## src/rtl/spart_fifo_irq.sv

```systemverilog
// spart_fifo_irq: 8N1 UART slave with TX/RX FIFOs, sticky W1C error flags,
// control register and a registered level interrupt.
module spart_fifo_irq #(
  parameter int               FIFO_DEPTH  = 8,
  parameter logic [3:0]       BASE_NIBBLE = 4'hF,
  parameter int               DIV_W       = 13,
  parameter logic [DIV_W-1:0] DEFAULT_DIV = 13'h01B2
) (
  input  logic        clk,
  input  logic        rst,
  input  logic [31:0] bus_addrData_i,
  input  logic [3:0]  bus_byteEnables_i,
  input  logic [7:0]  bus_burstSize_i,
  input  logic        bus_readNWrite_i,
  input  logic        bus_beginTransaction_i,
  input  logic        bus_endTransaction_i,
  input  logic        bus_dataValid_i,
  output logic [31:0] bus_addrData_o,
  output logic        bus_endTransaction_o,
  output logic        bus_dataValid_o,
  output logic        bus_busy_o,
  output logic        bus_error_o,
  output logic        irq,
  output logic        TX,
  input  logic        RX
);
  localparam int AW = $clog2(FIFO_DEPTH);

  // Bus handshake: a begin with a matching address nibble in IDLE is answered
  // by exactly one RESP cycle carrying endTransaction_o/dataValid_o; write data
  // is taken from bus_addrData_i during RESP; begins seen in RESP are dropped.
  typedef enum logic {BUS_IDLE, BUS_RESP} bus_state_t;
  typedef enum logic [1:0] {S_IDLE, S_START, S_DATA, S_STOP} uart_state_t;

  bus_state_t  bus_state_q, bus_state_d;
  uart_state_t tx_state_q, tx_state_d, rx_state_q, rx_state_d;
  logic [1:0]  reg_q, reg_d;
  logic        rnw_q, rnw_d, bad_q, bad_d;
  logic [DIV_W-1:0] div_q, div_d, tx_cnt_q, tx_cnt_d, rx_cnt_q, rx_cnt_d;
  logic [2:0]  ctrl_q, ctrl_d, tx_bit_q, tx_bit_d, rx_bit_q, rx_bit_d;
  logic        rxovr_q, rxovr_d, frm_q, frm_d, txovf_q, txovf_d;
  logic [7:0]  tx_shift_q, tx_shift_d, rx_shift_q, rx_shift_d;
  logic        tx_line_q, tx_line_d, irq_q, irq_d;
  logic        rx_s1_q, rx_s2_q, rx_prev_q;
  logic [AW:0] tx_wr_q, tx_wr_d, tx_rd_q, tx_rd_d, rx_wr_q, rx_wr_d, rx_rd_q, rx_rd_d;
  logic [7:0]  tx_mem [FIFO_DEPTH];
  logic [7:0]  rx_mem [FIFO_DEPTH];

  logic        resp, wr_en, rd_en, tx_empty, tx_full, rx_empty, rx_full, tx_idle;
  logic        tx_pop, tx_push_ok, rx_pop, rx_push_req, rx_push_ok, frm_set;
  logic [AW:0] tx_count, rx_count;
  logic [7:0]  tx_free8, rx_count8;
  logic [31:0] rdata;
  logic        unused_inputs;

  assign unused_inputs = ^{bus_byteEnables_i, bus_endTransaction_i, bus_dataValid_i, bus_addrData_i};

  assign resp  = (bus_state_q == BUS_RESP);
  assign wr_en = resp & ~bad_q & ~rnw_q;
  assign rd_en = resp & ~bad_q & rnw_q;

  assign tx_empty  = (tx_wr_q == tx_rd_q);
  assign tx_full   = (tx_wr_q[AW-1:0] == tx_rd_q[AW-1:0]) && (tx_wr_q[AW] != tx_rd_q[AW]);
  assign rx_empty  = (rx_wr_q == rx_rd_q);
  assign rx_full   = (rx_wr_q[AW-1:0] == rx_rd_q[AW-1:0]) && (rx_wr_q[AW] != rx_rd_q[AW]);
  assign tx_count  = tx_wr_q - tx_rd_q;
  assign rx_count  = rx_wr_q - rx_rd_q;
  assign rx_count8 = 8'(rx_count);
  assign tx_free8  = 8'(FIFO_DEPTH) - 8'(tx_count);
  assign tx_idle   = tx_empty & (tx_state_q == S_IDLE);

  // A push into a full FIFO is accepted only when the same cycle frees a slot.
  assign tx_push_ok = wr_en & (reg_q == 2'd0) & (~tx_full | tx_pop);
  assign rx_pop     = rd_en & (reg_q == 2'd0) & ~rx_empty;
  assign rx_push_ok = rx_push_req & (~rx_full | rx_pop);

  assign bus_endTransaction_o = resp;
  assign bus_dataValid_o      = resp;
  assign bus_error_o          = resp & bad_q;
  assign bus_busy_o           = 1'b0;
  assign bus_addrData_o       = rdata;
  assign irq                  = irq_q;
  assign TX                   = tx_line_q;

  // Read data mux, driven only during a well-formed response.
  always_comb begin
    rdata = 32'h0;
    if (resp && !bad_q) begin
      case (reg_q)
        2'd0:    rdata = rx_empty ? 32'h0 : {24'h0, rx_mem[rx_rd_q[AW-1:0]]};
        2'd1:    rdata = {{(32-DIV_W){1'b0}}, div_q};
        2'd2:    rdata = {12'h0, tx_idle, txovf_q, frm_q, rxovr_q, tx_free8, rx_count8};
        default: rdata = {29'h0, ctrl_q};
      endcase
    end
  end

  // Bus FSM, register writes, flag set/clear (set wins) and interrupt level.
  always_comb begin
    bus_state_d = bus_state_q;
    reg_d   = reg_q;
    rnw_d   = rnw_q;
    bad_d   = bad_q;
    div_d   = div_q;
    ctrl_d  = ctrl_q;
    tx_wr_d = tx_wr_q + {{AW{1'b0}}, tx_push_ok};
    tx_rd_d = tx_rd_q + {{AW{1'b0}}, tx_pop};
    rx_wr_d = rx_wr_q + {{AW{1'b0}}, rx_push_ok};
    rx_rd_d = rx_rd_q + {{AW{1'b0}}, rx_pop};
    rxovr_d = rxovr_q;
    frm_d   = frm_q;
    txovf_d = txovf_q;
    case (bus_state_q)
      BUS_IDLE: if (bus_beginTransaction_i && bus_addrData_i[23:20] == BASE_NIBBLE) begin
        bus_state_d = BUS_RESP;
        reg_d = bus_addrData_i[3:2];
        rnw_d = bus_readNWrite_i;
        bad_d = (bus_burstSize_i != 8'd0);
      end
      default: bus_state_d = BUS_IDLE;
    endcase
    if (wr_en && reg_q == 2'd1) div_d = bus_addrData_i[DIV_W-1:0];
    if (wr_en && reg_q == 2'd3) ctrl_d = bus_addrData_i[2:0];
    if (wr_en && reg_q == 2'd2) begin
      rxovr_d = rxovr_q & ~bus_addrData_i[16];
      frm_d   = frm_q   & ~bus_addrData_i[17];
      txovf_d = txovf_q & ~bus_addrData_i[18];
    end
    if (rx_push_req && !rx_push_ok) rxovr_d = 1'b1;
    if (frm_set) frm_d = 1'b1;
    if (wr_en && reg_q == 2'd0 && !tx_push_ok) txovf_d = 1'b1;
    irq_d = (ctrl_q[0] & (rx_count != '0)) | (ctrl_q[1] & tx_idle) |
            (ctrl_q[2] & (rxovr_q | frm_q | txovf_q));
  end

  // TX engine: start, 8 data bits LSB first, stop; each bit DIV+1 clocks.
  always_comb begin
    tx_state_d = tx_state_q;
    tx_cnt_d   = tx_cnt_q;
    tx_bit_d   = tx_bit_q;
    tx_shift_d = tx_shift_q;
    tx_line_d  = tx_line_q;
    tx_pop     = 1'b0;
    case (tx_state_q)
      S_IDLE: begin
        tx_line_d = 1'b1;
        if (!tx_empty) begin
          tx_pop = 1'b1; tx_shift_d = tx_mem[tx_rd_q[AW-1:0]];
          tx_cnt_d = div_q; tx_line_d = 1'b0; tx_state_d = S_START;
        end
      end
      S_START: begin
        if (tx_cnt_q == '0) begin
          tx_state_d = S_DATA; tx_cnt_d = div_q; tx_bit_d = 3'd0; tx_line_d = tx_shift_q[0];
        end else tx_cnt_d = tx_cnt_q - 1'b1;
      end
      S_DATA: begin
        if (tx_cnt_q == '0) begin
          tx_cnt_d = div_q;
          if (tx_bit_q == 3'd7) begin
            tx_state_d = S_STOP; tx_line_d = 1'b1;
          end else begin
            tx_bit_d = tx_bit_q + 3'd1;
            tx_shift_d = {1'b0, tx_shift_q[7:1]};
            tx_line_d = tx_shift_q[1];
          end
        end else tx_cnt_d = tx_cnt_q - 1'b1;
      end
      default: begin
        if (tx_cnt_q == '0) begin
          // The next queued byte starts straight after the stop bit.
          if (!tx_empty) begin
            tx_pop = 1'b1; tx_shift_d = tx_mem[tx_rd_q[AW-1:0]];
            tx_cnt_d = div_q; tx_line_d = 1'b0; tx_state_d = S_START;
          end else begin
            tx_state_d = S_IDLE; tx_line_d = 1'b1;
          end
        end else tx_cnt_d = tx_cnt_q - 1'b1;
      end
    endcase
  end

  // RX engine: the first count is DIV/2 so that, with the two-flop
  // synchroniser delay, the start check lands near the middle of the bit.
  always_comb begin
    rx_state_d  = rx_state_q;
    rx_cnt_d    = rx_cnt_q;
    rx_bit_d    = rx_bit_q;
    rx_shift_d  = rx_shift_q;
    rx_push_req = 1'b0;
    frm_set     = 1'b0;
    case (rx_state_q)
      S_IDLE: if (rx_prev_q && !rx_s2_q) begin
        rx_state_d = S_START; rx_cnt_d = div_q >> 1;
      end
      S_START: begin
        if (rx_cnt_q == '0) begin
          if (rx_s2_q) rx_state_d = S_IDLE;
          else begin rx_state_d = S_DATA; rx_cnt_d = div_q; rx_bit_d = 3'd0; end
        end else rx_cnt_d = rx_cnt_q - 1'b1;
      end
      S_DATA: begin
        if (rx_cnt_q == '0) begin
          rx_shift_d = {rx_s2_q, rx_shift_q[7:1]};
          rx_cnt_d = div_q;
          if (rx_bit_q == 3'd7) rx_state_d = S_STOP;
          else rx_bit_d = rx_bit_q + 3'd1;
        end else rx_cnt_d = rx_cnt_q - 1'b1;
      end
      default: begin
        if (rx_cnt_q == '0) begin
          rx_state_d = S_IDLE;
          if (rx_s2_q) rx_push_req = 1'b1;
          else frm_set = 1'b1;
        end else rx_cnt_d = rx_cnt_q - 1'b1;
      end
    endcase
  end

  // State registers; reset aborts both serial engines at once.
  always_ff @(posedge clk) begin
    if (rst) begin
      bus_state_q <= BUS_IDLE; reg_q <= 2'd0; rnw_q <= 1'b0; bad_q <= 1'b0;
      div_q <= DEFAULT_DIV; ctrl_q <= 3'd0;
      rxovr_q <= 1'b0; frm_q <= 1'b0; txovf_q <= 1'b0; irq_q <= 1'b0;
      tx_wr_q <= '0; tx_rd_q <= '0; rx_wr_q <= '0; rx_rd_q <= '0;
      tx_state_q <= S_IDLE; tx_cnt_q <= '0; tx_bit_q <= 3'd0; tx_shift_q <= 8'h0; tx_line_q <= 1'b1;
      rx_state_q <= S_IDLE; rx_cnt_q <= '0; rx_bit_q <= 3'd0; rx_shift_q <= 8'h0;
      rx_s1_q <= 1'b1; rx_s2_q <= 1'b1; rx_prev_q <= 1'b1;
    end else begin
      bus_state_q <= bus_state_d; reg_q <= reg_d; rnw_q <= rnw_d; bad_q <= bad_d;
      div_q <= div_d; ctrl_q <= ctrl_d;
      rxovr_q <= rxovr_d; frm_q <= frm_d; txovf_q <= txovf_d; irq_q <= irq_d;
      tx_wr_q <= tx_wr_d; tx_rd_q <= tx_rd_d; rx_wr_q <= rx_wr_d; rx_rd_q <= rx_rd_d;
      tx_state_q <= tx_state_d; tx_cnt_q <= tx_cnt_d; tx_bit_q <= tx_bit_d;
      tx_shift_q <= tx_shift_d; tx_line_q <= tx_line_d;
      rx_state_q <= rx_state_d; rx_cnt_q <= rx_cnt_d; rx_bit_q <= rx_bit_d; rx_shift_q <= rx_shift_d;
      rx_s1_q <= RX; rx_s2_q <= rx_s1_q; rx_prev_q <= rx_s2_q;
    end
  end

  // FIFO storage; contents need no reset because the pointers gate them.
  always_ff @(posedge clk) begin
    if (tx_push_ok) tx_mem[tx_wr_q[AW-1:0]] <= bus_addrData_i[7:0];
    if (rx_push_ok) rx_mem[rx_wr_q[AW-1:0]] <= rx_shift_q;
  end
endmodule
```

## config.mk

```make
export PLATFORM = sky130hd
export DESIGN_NAME = spart_fifo_irq
export DESIGN_NICKNAME = d
export VERILOG_FILES = /design/src/rtl/spart_fifo_irq.sv
export SDC_FILE = /design/constraint.sdc
export NUM_CORES = 1
export LEC_CHECK = 0
export CORE_ASPECT_RATIO = 1.2
export CORE_UTILIZATION = 30
export DETAILED_ROUTE_END_ITERATION = 12
export DONT_BUFFER_PORTS = 1
export PLACE_DENSITY_LB_ADDON = 0.08
export SYNTH_ARGS = -nofsm -noshare
export SYNTH_HDL_FRONTEND = slang
export SYNTH_SLANG_ARGS = --single-unit
```

## constraint.sdc

```tcl
create_clock -name clk -period 6.01 [get_ports clk]
set_input_delay 0.3005 -clock clk [delete_from_list [all_inputs] [get_ports clk]]
set_output_delay 0.3005 -clock clk [all_outputs]
set_load 0.05 [all_outputs]
```

Yosys cells after proc, flatten, opt, wreduce, memory -nomap -nowiden
Memories as Yosys holds them, arrays and structs flattened. A register that Yosys moved wholly into a read port is not among the register bits.
Cells that the tools add are included.
{"block": "totals", "regBits": 97, "latch_bits": 0, "ram_bits": 128, "romBits": 0, "inputBits": 51, "out_inout_bits": 38, "wordCells": 210, "n_memories": 2}
{"memory": "rx_mem", "words": 8, "width": 8, "rd": 1, "rd_ports_with_merged_regs": 1, "wr": 1, "line_no": "47", "text": "logic [7:0] rx_mem [FIFO_DEPTH];"}
{"memory": "tx_mem", "words": 8, "width": 8, "rd": 1, "rd_ports_with_merged_regs": 1, "wr": 1, "line_no": "46", "text": "logic [7:0] tx_mem [FIFO_DEPTH];"}
{"block": "op_classes", "n_addsub": 11, "mul": 0, "div": 0, "order_cmp": 0, "n_eq_ne": 29, "n_shift": 0, "muxes": 69, "n_bitwise": 32, "reduce_logical": 41}
{"cell": "$mux W13", "count": 8}
{"cell": "$pmux W20 S3", "count": 1}
{"cell": "$mux W8", "count": 5}
{"cell": "$pmux W13 S3", "count": 1}
{"cell": "$mux W32", "count": 1}
{"cell": "$mux W3", "count": 9}
{"cell": "$logic_not A13 Y1", "count": 2}
{"cell": "$pmux W13 S2", "count": 1}
{"cell": "$sub A13 B1 Y13 const B", "count": 2}
{"cell": "$mux W1", "count": 25}
{"cell": "$pmux W8 S3", "count": 1}
{"cell": "$mux W2", "count": 11}
{"cell": "$ne A2 B2 Y1 const B", "count": 11}
{"cell": "$add A4 B1 Y4", "count": 4}
{"cell": "$and A1 B1 Y1", "count": 16}
{"cell": "$reduce_and A5 Y1", "count": 3}
{"cell": "$reduce_bool A2 Y1", "count": 7}
{"cell": "$pmux W2 S3", "count": 2}
{"cell": "$pmux W3 S2", "count": 2}
{"cell": "$logic_and A1 B1 Y1", "count": 11}
{"cell": "$not A1 Y1", "count": 10}
{"cell": "$eq A2 B2 Y1 const B", "count": 4}
{"cell": "$eq A4 B4 Y1", "count": 2}
{"cell": "$reduce_and A4 Y1", "count": 2}
{"cell": "other kinds (21)", "count": 41}

Depth between registers and ports, before layout
{"block": "logic_depth", "depth_word": 10, "ltp_mapped": 12, "depth_no_buf": 11}

Worst setup path before layout
No wires, ideal clock.
{"block": "synth_path", "path_type": "register -> output", "from": "reg rx_rd_q[1]", "to": "out bus_addrData_o[3]", "arrival_time_ns": 3.165, "required_time_ns": 5.709, "setup_slack_ns": 2.544, "stages_incl_launch_ff": 10, "path_buffers": 2, "path_cell_list": "dfxtp_1 > clkbuf_1 > clkbuf_1 > inv_1 > ha_1 > a21o_1 > a21oi_1 > xnor2_1 > nand2b_1 > a211oi_1"}
{"block": "synth_via", "elab_chain_len": 4}
{"item": "start: declaration", "line_no": "45", "text": "logic [AW:0] tx_wr_q, tx_wr_d, tx_rd_q, tx_rd_d, rx_wr_q, rx_wr_d, rx_rd_q, rx_rd_d;"}
{"item": "start signal: assignment", "line_no": "234", "text": "tx_wr_q <= tx_wr_d; tx_rd_q <= tx_rd_d; rx_wr_q <= rx_wr_d; rx_rd_q <= rx_rd_d;"}
{"item": "branches (longest 2 deep; another with $sub A4 B4 Y4)"}
{"item": "$pmux W20 S3 (*)", "line_no": "89", "text": "case (reg_q)"}
{"item": "$mux W32 (*)", "line_no": "88", "text": "if (resp && !bad_q) begin"}
{"item": "end: declaration", "line_no": "18", "text": "output logic [31:0] bus_addrData_o,"}
Mark *: on every way between the ends.

Worst setup path after layout
{"block": "layout_path", "from": "reg tx_rd_q[2]", "to": "out bus_addrData_o[12]"}
{"block": "layout_via", "elab_chain_len": 4}
{"item": "start: declaration", "line_no": "45"}
{"item": "start signal: assignment", "line_no": "234"}
{"item": "$sub A4 B4 Y4", "line_no": "66", "text": "assign tx_count = tx_wr_q - tx_rd_q;"}
{"item": "$sub A4 B4 Y5", "line_no": "69", "text": "assign tx_free8 = 8'(FIFO_DEPTH) - 8'(tx_count);"}
{"item": "$pmux W20 S3", "line_no": "89"}
{"item": "$mux W32", "line_no": "88"}
No other way between the ends.

==> impl_metrics.tcl <==
set metrics [dict create \
    run_status "finished, final reports clean" \
    critical_path.reg2reg.startpoint "tx_rd_q[2]" \
    worstSkewPairLatency_ps 560 \
    timing_worst_slew_pin_value_ps 1114 \
    worstSetupPathType "reg2out" \
    die_area_um2 36620 \
    grt_first_pass_wirelength_mm 46.13 \
    fmaxAchievable_mhz 246.5 \
    report.final.slew_viol_count 0 \
    synth.cell_area_um2 10760 \
    unrepaired_setup_endpoints_after_global_routing "false" \
    timing.hold.worst_endpoint "rx_state_q[0]" \
    drtPass1Iterations 6 \
    synth_enable_flop_cells 128 \
    synth_xor_xnor_area_share 0.01628 \
    yosys-mux-area-fraction 0.1034 \
    asyncSetResetFlopFracSynth 0 \
    top_cell_type_by_total_area_after_synthesis "edfxtp_1" \
    top_level_ports 89 \
    crit_required_ps 5710 \
    detail_route.drc_violations 0 \
    clock_path_buffers 3 \
    static-leakage-power_nw 4.436 \
    ys_seq_elements 225 \
    finClkSkew_ps 20.23 \
    final_wirelength_mm 30.04 \
    grt.total_usage 0.1669 \
    cp_max_fo 16 \
    post_synth_fa_ha_maj_area_fraction 0.03978 \
    via_per_inst 5.065 \
    place.detailed.instances 1393 \
    relSlewSlack 0.2524 \
    final_cycle_utilization_of_the_critical_path 0.6749 \
    cpMaxStageDelayCell "dfxtp_1" \
    floorplan.die.height_um 209.4 \
    synth.area.top_cells "edfxtp_1 (36%), dfxtp_1 (18%), mux4_2 (6.7%)" \
    yosysUniqueCellTypes 71 \
    ys_seq_area_frac 0.5378 \
    post-cts-setup-buffer-count 0 \
    sum_of_overflow_across_all_layers_after_global_routing 0 \
    rr_endpoint "tx_wr_q[1]" \
    max-vdd-ir-drop_mv 0.2042 \
    cts_tree "yes" \
    clk_pin_slew_worst_paths_ps 60 \
    wl_per_cell_um 20.50 \
    critical_path.startpoint_type "flip-flop" \
    critical_path.cell_chain "inv_1 -> ha_1 -> a21oi_1 -> xnor2_1 -> and3_2 -> a21o_1" \
    holdPathStages 2 \
    cell_at_the_root_of_the_clock_tree "clkbuf_16" \
    antenna_left 0 \
    avgSynthCellArea_um2 11.06 \
    htree_num_levels 1 \
    area_growth_pct 14.35 \
    power.density_cell_area_nw_per_um2 418.8 \
    synth.top_cells.by_count "edfxtp_1 (128), nand2_1 (107), dfxtp_1 (97)" \
    die_w_um 174.9 \
    filler_free_cell_count_of_the_finished_design 1465 \
    core_um2 35100 \
    yosysTopAreaCellShare 0.3573 \
    max_stage_delay_ps 880 \
    clkSinkCount 225 \
    tritoncts.num_buffers 26 \
    hold_viol 0 \
    worst-r2r-setup-slack_ps 2410 \
    first_iter_violations 483 \
    synth_compound_area_frac 0.1158 \
    initial_utilization 0.3065 \
    ys.flop_type "edfxtp_1" \
    finalWeightedCongestion 0.7633 \
    hold_path.startpoint "rst" \
    max_cap_viol_count 0 \
    nNetsFinal 1066 \
    vias 7420 \
    worst_setup_path_end_kind "output pin" \
    worst_ep_arrival_time_ps 3760 \
    resized_after_cts 0 \
    finalWorstPathRequiredPeriod_ps 4056 \
    crit_start "tx_rd_q[2]" \
    finalSetupViolCount 0 \
    finalHoldWorstSlack_ps 36.12 \
    grt_max_degree 74 \
    synth_top_family_by_area "simple AND/OR/NAND/NOR gates" \
    first_global_vias 7474 \
    setup-tns-final_ps 0 \
    io_buffer_count 0 \
    netlist_instances 973 \
    detailed_place_hpwl_mm 19.55 \
    synth.yosys.warnings 0 \
    synthMostInstantiatedCell "edfxtp_1" \
    antenna_found_initial 1 \
    rows 75 \
    rr_worst_depth 9 \
    cts_hold_repair_buffers 23 \
    synth_simple_gate_area_frac 0.1483 \
    drive_above_1_share 0.1069 \
    worstHoldPathType "in2reg" \
]
[state kept, by name (all words and copies together), names as in the netlist, 4 cells and up]
signal and count:
rx_mem 64, tx_mem 64, div_q 13, rx_cnt_q 13, tx_cnt_q 13, rx_shift_q 8
tx_shift_q 8, rx_rd_q 4, rx_wr_q 4, tx_rd_q 4, tx_wr_q 4
[placed cells by master, fill, tap and decap left out, types with 9 or more instances in the layout]
cell and n:
mux2i_1 38, nand3_1 36, a211oi_1 9, dlygate4sd3_1 22, edfxtp_1 128, nor4_1 9, nand2_1 107, mux4_2 32
nor3_1 19, xnor2_1 11, a21oi_1 61, nor2b_1 14, dfxtp_1 97, buf_4 14, ha_1 31, nor2_1 73
xor2_1 9, clkbuf_16 26, inv_1 21, o21ai_0 57, nor3b_1 10, conb_1 13
[power by group]
| group | internal (mW) | leakage, nW | total, mW | switching, mW |
|---|---|---|---|---|
| clock network | 0.893 | 0.405 | 1.55 | 0.659 |
| logic | 0.679 | 2.08 | 1.80 | 1.12 |
| registers | 1.70 | 1.95 | 1.80 | 0.0970 |
| total | 3.27 | 4.44 | 5.15 | 1.88 |
[cell families (layout without fill, tap and decap cells)]
logic type      Yosys count  count (layout)
mux                      71              71
xor+xnor                 20              20
flops                   225             225
compound gates          202             202
simple gates            328             328
buf+inv                  93             109
fa+ha+maj                33              33
other cells               1              15
[worst max-delay path, delay by kind of cell (launching register included)]
family / cells / cell delay (ps)
simple gates: 1 / 790
flops: 1 / 880
buf+inv: 1 / 270
compound gates: 2 / 640
xor+xnor: 1 / 190
fa+ha+maj: 1 / 430
[layer usage]
metal,routed length [um],part of all wire,GRT usage,up-vias
li1,-,-,-,3599
met4,790,0.026,0.05517,0
met3,1415,0.047,0.03025,42
met1,12760,0.42,0.2056,3646
met2,15080,0.50,0.2923,133
met5,0,0,0,-
[metrics by stage]
step             util  setup slack [ps]  power [mW]  cell area [um^2]
2_1_floorplan       -              2544       3.202             10800
3_3_place_gp   0.3197              2351       3.613             11220
3_5_place_dp   0.3197              2361       3.605             11220
4_1_cts        0.3504              1905       5.215             12300
5_1_grt        0.3504              1821       5.495             12300
6_report       0.3505              1954       5.152             12300
[final cells by class]
cell class / instances / area (um^2)
Timing Repair Buffer: 37 / 352.8
Fill cell: 3577 / 22790
Sequential cell: 225 / 5786
Clock inverter: 16 / 150.1
Clock buffer: 31 / 679.4
Tap cell: 462 / 578.1
Multi-Input combinational cell: 667 / 4657
Antenna cell: 2 / 5.005
Inverter: 25 / 93.84
[worst max-delay path by stage]
| stage | to | slack (ps) |
|---|---|---|
| after detailed placement | tx_mem[3][5] | 2360 |
| final | bus_addrData_o[12] | 1950 |
| after global routing | bus_addrData_o[12] | 1820 |
| after CTS | bus_addrData_o[12] | 1900 |
| after floorplan | bus_addrData_o[3] | 2540 |
| after global placement | rx_mem[6][4] | 2350 |
No activity file was read; power rests on OpenSTA's default activity.
